`config.mk`:
```
export PLATFORM = sky130hd
export DESIGN_NAME = axil_apb_bridge
export DESIGN_NICKNAME = d
export VERILOG_FILES = /design/src/rtl/axil_apb_bridge.sv
export SDC_FILE = /design/constraint.sdc
export NUM_CORES = 1
export LEC_CHECK = 0
export BUFFER_PORTS_ARGS = -buffer_cell sky130_fd_sc_hd__clkbuf_2
export CORE_MARGIN = 5
export CORE_UTILIZATION = 42
export CTS_BUF_LIST = sky130_fd_sc_hd__clkbuf_2
export DETAILED_ROUTE_END_ITERATION = 6
export PLACE_DENSITY = 0.78
export SLEW_MARGIN = 20
export SYNTH_ARGS = -nofsm -noshare
export SYNTH_HDL_FRONTEND = slang
export SYNTH_SLANG_ARGS = --single-unit
```
`constraint.sdc`:
```
create_clock -name clk -period 4.1 [get_ports clk]
set_input_delay 0.82 -clock clk [delete_from_list [all_inputs] [get_ports clk]]
set_output_delay 0.82 -clock clk [all_outputs]
set_load 0.05 [all_outputs]
```
`src/rtl/axil_apb_bridge.sv`:
```
// AXI4-Lite slave to APB4 master bridge: one transfer in flight, round-robin read/write
// arbitration, and APB errors or ACCESS timeouts returned as SLVERR.
module axil_apb_bridge #(
    parameter int unsigned ADDR_WIDTH = 32,
    parameter int unsigned DATA_WIDTH = 32,
    parameter int unsigned TIMEOUT    = 255
) (
    input  logic                      clk,
    input  logic                      rst,
    input  logic                      s_awvalid,
    output logic                      s_awready,
    input  logic [ADDR_WIDTH-1:0]     s_awaddr,
    input  logic [2:0]                s_awprot,
    input  logic                      s_wvalid,
    output logic                      s_wready,
    input  logic [DATA_WIDTH-1:0]     s_wdata,
    input  logic [DATA_WIDTH/8-1:0]   s_wstrb,
    output logic                      s_bvalid,
    input  logic                      s_bready,
    output logic [1:0]                s_bresp,
    input  logic                      s_arvalid,
    output logic                      s_arready,
    input  logic [ADDR_WIDTH-1:0]     s_araddr,
    input  logic [2:0]                s_arprot,
    output logic                      s_rvalid,
    input  logic                      s_rready,
    output logic [DATA_WIDTH-1:0]     s_rdata,
    output logic [1:0]                s_rresp,
    output logic [ADDR_WIDTH-1:0]     paddr,
    output logic [2:0]                pprot,
    output logic                      psel,
    output logic                      penable,
    output logic                      pwrite,
    output logic [DATA_WIDTH-1:0]     pwdata,
    output logic [DATA_WIDTH/8-1:0]   pstrb,
    input  logic                      pready,
    input  logic [DATA_WIDTH-1:0]     prdata,
    input  logic                      pslverr
);
    localparam int unsigned StrbW = DATA_WIDTH / 8;
    localparam int unsigned CntW  = $clog2(TIMEOUT + 2);
    localparam bit          TimeoutEn = (TIMEOUT != 0);
    localparam logic [CntW-1:0] CntLast = TimeoutEn ? CntW'(TIMEOUT - 1) : '0;

    typedef enum logic [1:0] {StIdle, StSetup, StAccess, StResp} state_e;

    state_e                  state_q, state_d;
    logic                    rd_prio_q, rd_prio_d;
    logic                    write_q, write_d;
    logic [ADDR_WIDTH-1:0]   addr_q, addr_d;
    logic [2:0]              prot_q, prot_d;
    logic [DATA_WIDTH-1:0]   wdata_q, wdata_d;
    logic [StrbW-1:0]        strb_q, strb_d;
    logic [1:0]              resp_q, resp_d;
    logic [DATA_WIDTH-1:0]   rdata_q, rdata_d;
    logic [CntW-1:0]         cnt_q, cnt_d;

    logic rd_elig, wr_elig, grant_rd, grant_wr;

    // A write needs address and data in the same cycle; priority only matters on a tie.
    assign rd_elig  = s_arvalid;
    assign wr_elig  = s_awvalid & s_wvalid;
    assign grant_rd = rd_elig & (~wr_elig | rd_prio_q);
    assign grant_wr = wr_elig & ~grant_rd;

    always_comb begin
        state_d   = state_q;
        rd_prio_d = rd_prio_q;
        write_d   = write_q;
        addr_d    = addr_q;
        prot_d    = prot_q;
        wdata_d   = wdata_q;
        strb_d    = strb_q;
        resp_d    = resp_q;
        rdata_d   = rdata_q;
        cnt_d     = cnt_q;
        s_arready = 1'b0;
        s_awready = 1'b0;
        s_wready  = 1'b0;
        s_bvalid  = 1'b0;
        s_rvalid  = 1'b0;
        psel      = 1'b0;
        penable   = 1'b0;

        unique case (state_q)
            StIdle: begin
                if (grant_rd) begin
                    s_arready = 1'b1;
                    write_d   = 1'b0;
                    addr_d    = s_araddr;
                    prot_d    = s_arprot;
                    wdata_d   = '0;
                    strb_d    = '0;
                end else if (grant_wr) begin
                    s_awready = 1'b1;
                    s_wready  = 1'b1;
                    write_d   = 1'b1;
                    addr_d    = s_awaddr;
                    prot_d    = s_awprot;
                    wdata_d   = s_wdata;
                    strb_d    = s_wstrb;
                end
                if (grant_rd || grant_wr) begin
                    rd_prio_d = ~rd_prio_q;
                    cnt_d     = '0;
                    state_d   = StSetup;
                end
            end
            StSetup: begin
                psel    = 1'b1;
                state_d = StAccess;
            end
            StAccess: begin
                psel    = 1'b1;
                penable = 1'b1;
                cnt_d   = cnt_q + 1'b1;
                // A pready on the final allowed cycle still completes normally.
                if (pready) begin
                    resp_d  = pslverr ? 2'b10 : 2'b00;
                    if (!write_q) rdata_d = prdata;
                    state_d = StResp;
                end else if (TimeoutEn && cnt_q == CntLast) begin
                    resp_d  = 2'b10;
                    if (!write_q) rdata_d = '0;
                    state_d = StResp;
                end
            end
            StResp: begin
                s_bvalid = write_q;
                s_rvalid = ~write_q;
                if ((write_q && s_bready) || (!write_q && s_rready)) state_d = StIdle;
            end
            default: state_d = StIdle;
        endcase

        pwrite = psel & write_q;
    end

    assign paddr   = addr_q;
    assign pprot   = prot_q;
    assign pwdata  = wdata_q;
    assign pstrb   = strb_q;
    assign s_bresp = resp_q;
    assign s_rresp = resp_q;
    assign s_rdata = rdata_q;

    always_ff @(posedge clk or posedge rst) begin
        if (rst) begin
            state_q   <= StIdle;
            rd_prio_q <= 1'b1;
            write_q   <= 1'b0;
            addr_q    <= '0;
            prot_q    <= '0;
            wdata_q   <= '0;
            strb_q    <= '0;
            resp_q    <= '0;
            rdata_q   <= '0;
            cnt_q     <= '0;
        end else begin
            state_q   <= state_d;
            rd_prio_q <= rd_prio_d;
            write_q   <= write_d;
            addr_q    <= addr_d;
            prot_q    <= prot_d;
            wdata_q   <= wdata_d;
            strb_q    <= strb_d;
            resp_q    <= resp_d;
            rdata_q   <= rdata_d;
            cnt_q     <= cnt_d;
        end
    end

endmodule

```
* Word level (Yosys, flattened, before mapping) *
Index checks and enable logic that the tools add are counted.

operators by class
  reduce and logical (&&, ||, !) cells = 16
  $add $sub $neg = 1
  bitwise logic cells = 9
  multiplexer cells = 33
  equal/unequal tests = 7

operator list
  cell                                                 count
  two-way mux 32 bit                                   8
  one-hot mux 9 bit (2 select lines)                   1
  two-way mux 2 bit                                    7
  two-way mux 1 bit                                    11
  adder 9 x 1 -> 9 bit, second input constant          1
  equality test 9 x 8 -> 1 bit, second input constant  1
  two-way mux 9 bit                                    1
  two-way mux 4 bit                                    2
  one-hot mux 2 bit (4 select lines)                   1
  AND reduction 2 bit                                  4
  two-way mux 3 bit                                    2
  AND reduction 3 bit                                  2
  nonzero test 2 bit                                   3
  bitwise AND 1 bit                                    4
  equality test 2 bit, second input constant           2
  != test 2 bit, second input constant                 2
  inverter 1 bit                                       4
  != test 3 bit, second input constant                 1
  equality test 2 x 1 -> 1 bit, second input constant  1
  logical AND 1 bit                                    2
  zero test 2 bit                                      1
  logical OR 1 bit                                     2
  OR reduction 2 bit                                   1
  zero test 1 bit                                      1
  bitwise OR 1 bit                                     1

storage, ports and cells
  bits in registers = 118
  word-level logic and storage cells = 76
  output and inout bits = 115
  bits of input ports = 147

* Depth between registers and ports, before layout *
  depth after elaboration = 9
  mapped depth = 8
  gate-level depth less buffers = 6

* Worst setup path after synthesis *
No wires, ideal clock.

  path type = input port to output port
  start = in s_arvalid
  end = out s_wready
  stages on the path = 3
  buffers on the path = 2
  setup slack = 1.209 ns
  data arrival time = 2.071 ns
  required time = 3.280 ns
  cell sequence = a211oi_1 > clkbuf_1 > buf_4

on the way
  cells in the longest elaborated chain, start to end = 6

ends and longest elaborated chain
  what                               line  source
  from (decl)                        21    input logic s_arvalid,
  bitwise AND 1 bit *                63    assign grant_rd = rd_elig & (~wr_elig | rd_prio_q);
  inverter 1 bit                     64    assign grant_wr = wr_elig & ~grant_rd;
  bitwise AND 1 bit                  64
  two-way mux 1 bit                  -
  two-way mux 1 bit * (2 in series)  -
  to (decl)                          15    output logic s_wready,

Every way passes the cells marked *; elsewhere a longest branch is shown, timed or not.

* Final worst setup path *
  start = reg state_q[0]
  end = out s_awready

on the way
  cells in the longest elaborated chain, start to end = 2

ends and longest elaborated chain
  what                    line  source
  from (decl)             47    state_e state_q, state_d;
  from (signal assigned)  149   state_q <= StIdle;
  from (signal assigned)  160   state_q <= state_d;
  zero test 2 bit         85    unique case (state_q)
  two-way mux 1 bit       85
  to (decl)               11    output logic s_awready,

Every way passes these cells.

==> impl_metrics.py <==
metrics = {
    "status": {
        "status": "finished clean",
    },
    "clock_tree": {
        "cts_tree": "done",
        "clock_sinks": 117,
        "cts_hold_buf": 0,
        "clk_pin_slew_ns": 0.22,
        "h-tree-depth": 4,
        "clock_path_buffers": 2,
        "post_cts_buffers": 0,
        "cts_buffers": 17,
        "ctsResizeCount": 0,
        "cts-root-buf": "clkbuf_2",
        "clock_latency_ns": 0.66,
    },
    "critical_path": {
        "r2r_end": "cnt_q[8]$_DFFE_PP0P_",
        "ff2ff_path_depth": 6,
        "required_ns": 3.28,
        "arrival_ns": 2.56,
        "rrSetupSlack_ns": 1.73,
        "end_kind": "output port",
        "startpoint_type": "register",
        "critPathMaxFanout": 13,
        "critical_path_class": "register to output port",
        "rr_startpoint": "state_q[0]$_DFFE_PP0P_",
    },
    "drt": {
        "initialDrtViolationCount": 173,
        "postRouteAntennaNets": 0,
        "first_pass_iters": 4,
        "wl_per_cell_um": 15.9,
        "vias": 4075,
        "via_per_inst": 5.03,
        "wl_um": 12900,
        "drc_errors": 0,
    },
    "synth": {
        "synth_cells": 401,
        "synth_top_area_share_pct": 59.6,
        "synthArstFlopShare_pct": 100,
        "synthTopCellsByArea": "dfrtp_1 60%, a22o_1 12%, mux2i_1 7.4%",
        "synth-edff-count": 0,
        "yosys_register_bits": 117,
        "netlist_top_cells_count": "116 x dfrtp_1, 68 x a22o_1, 42 x nand2_1",
        "yosys_warnings": 0,
        "ys_seq_area_share_pct": 60.1,
        "yosysMostFrequentCell": "dfrtp_1",
        "ys.flop_type": "dfrtp_1",
        "syn_area_um2": 4870,
        "ys_types": 33,
        "syn_area_per_cell_um2": 12.1,
        "yosysTopAreaCell": "dfrtp_1",
    },
    "power_and_ir_drop": {
        "p_sw_share_pct": 56.1,
        "p_leak_nw": 3.57,
        "p_total_mw": 6.21,
        "p_per_area_nw_per_um2": 957,
        "combPwrFrac_pct": 57.0,
        "power.share.clock_pct": 10.5,
        "p_int_mw": 2.72,
        "power.switching_mw": 3.48,
        "ir_drop_uv": 563,
        "sequentialPowerShare_pct": 32.5,
    },
    "timing": {
        "setup_tns_ns": 0,
        "finClkSkew_ns": 0.0387,
        "period_minus_slack_ns": 3.38,
        "max_freq_ghz": 0.295,
        "relSlewSlack_pct": 43.5,
        "slew_violations": 0,
        "worst-slew-pin-transition_ns": 0.842,
        "hold_viol_final": 0,
        "setup_viol": 0,
        "post-route-period-util_pct": 82.5,
        "rsz0062_at_grt": "no",
    },
    "global_route": {
        "grtUsageMet3_pct": 8.75,
        "top_usage_layer": "met2",
        "antenna_found_initial": 1,
        "met1_usage_pct": 21.4,
        "grt_pass1_wl_um": 21000,
        "grt_max_degree": 75,
        "grt_pass1_vias": 4229,
        "grt-ovfl-total": 0,
        "met2_usage_pct": 30.3,
        "grt.total_usage_pct": 18.5,
    },
    "cells_and_area": {
        "nets": 805,
        "drive_gt1_share_pct": 46.3,
        "multi_input_area_um2": 1760,
        "final_cells": 810,
        "fillerInstances": 970,
        "area_growth_pct": 33.1,
        "final-seq-area_um2": 2930,
        "final_util_pct": 57.0,
        "fin_area_um2": 6480,
    },
    "placement": {
        "dpl_cell_area_um2": 6270,
        "port_buffers": 259,
        "dp_cells": 776,
        "dp_hpwl_um": 9860,
        "routabilityCongestion": 0.835,
    },
    "floorplanning": {
        "rows": 39,
        "fp.dieW_um": 118,
        "pin_count": 262,
        "fp.dieH_um": 118,
        "die_area_um2": 13900,
        "core_um2": 11400,
        "initial_utilization_pct": 42.8,
    },
    "min_path": {
        "hold_path_class": "input port to async pin",
    },
    "run": {
        "max_cap_viol_count": 0,
    },
}
through the flow:
stage	worst slack (ns)	hold WS, ns
global placement	1.47	0.462
CTS	0.622	0.177
global route	0.435	0.190
floorplan	0.181	0.476
finish	0.716	0.225
detailed placement	1.40	0.470
cells in the final DEF (no fill, tap or decap), drive strengths merged:
| cell type | instances |
|---|---|
| a2111oi | 1 |
| a211oi | 6 |
| a21o | 1 |
| a21oi | 3 |
| a22o | 68 |
| a22oi | 2 |
| a31o | 1 |
| a31oi | 1 |
| and2 | 2 |
| buf | 5 |
| clkbuf | 276 |
| clkinv | 4 |
| clkinvlp | 5 |
| conb | 2 |
| dfrtp | 116 |
| dfstp | 1 |
| diode | 2 |
| ha | 6 |
| inv | 18 |
| mux2 | 2 |
| mux2i | 36 |
| nand2 | 43 |
| nand2b | 1 |
| nand3 | 1 |
| nand4 | 1 |
| nor2 | 11 |
| nor2b | 1 |
| nor3 | 2 |
| o211ai | 1 |
| o21ai | 40 |
| o41ai | 1 |
| xnor2 | 7 |
worst max-delay path by stage:
stage	startpoint	endpoint	slack (ns)	cells past startpoint
finish	state_q[0]$_DFFE_PP0P_	s_awready	0.72	5
global placement	s_arvalid	paddr[26]$_DFFE_PP0P_	1.47	5
detailed placement	s_arvalid	paddr[25]$_DFFE_PP0P_	1.40	5
CTS	state_q[0]$_DFFE_PP0P_	s_awready	0.62	5
global route	state_q[0]$_DFFE_PP0P_	s_wready	0.43	5
floorplan	rst	cnt_q[0]$_DFFE_PP0P_	0.18	1
layer usage:
layer	routed length (µm)	share of wire (%)
met1	5020	39
met2	6300	49
met3	1340	10
met4	208	1.6
met5	0	0
state kept, by name (all words and copies together), names as in the netlist:
| name | count |
|---|---|
| cnt_q | 9 |
| paddr | 32 |
| pprot | 3 |
| pstrb | 4 |
| pwdata | 32 |
| rd_prio_q | 1 |
| s_bresp | 1 |
| s_rdata | 32 |
| state_q | 2 |
| write_q | 1 |
worst max-delay path: stages (launching register included):
cell and delay [ns]:
dfrtp_1 0.42, inv_1 0.12, ha_1 0.46, inv_1 0.19, a211oi_4 0.38, clkbuf_2 0.35
power by group through the flow:
stage,Sequential (mW),Clock (mW),Combinational [mW]
2_1_floorplan,3.71,0,1.02
3_3_place_gp,2.01,0,3.51
3_5_place_dp,2.03,0,3.58
4_1_cts,2.02,0.682,3.58
5_1_grt,2.08,0.735,3.74
6_report,2.02,0.652,3.54
area by class of cell:
cell class | count | share of cell area, %
Timing Repair Buffer | 264 | 21.0
Inverter | 12 | 0.733
Tap cell | 143 | 2.76
Multi-Input combinational cell | 240 | 27.1
Antenna cell | 2 | 0.0772
Clock buffer | 17 | 1.31
Clock inverter | 15 | 1.87
Sequential cell | 117 | 45.2
cells by family (layout without fill, tap and decap cells):
kind of cell / Yosys count / count (layout) / share of synthesized area (%)
AO/OA/AOI/OAI: 125 / 125 / 19.2
XOR/XNOR: 7 / 7 / 1.26
adder cells (fa/ha/maj): 6 / 6 / 1.54
buffers and inverters: 45 / 308 / 4.60
flip-flops: 117 / 117 / 60.1
multiplexers: 38 / 38 / 7.86
other: 1 / 4 / 0.0770
AND/OR/NAND/NOR: 62 / 62 / 5.29
(Power assumes the default switching activity.)
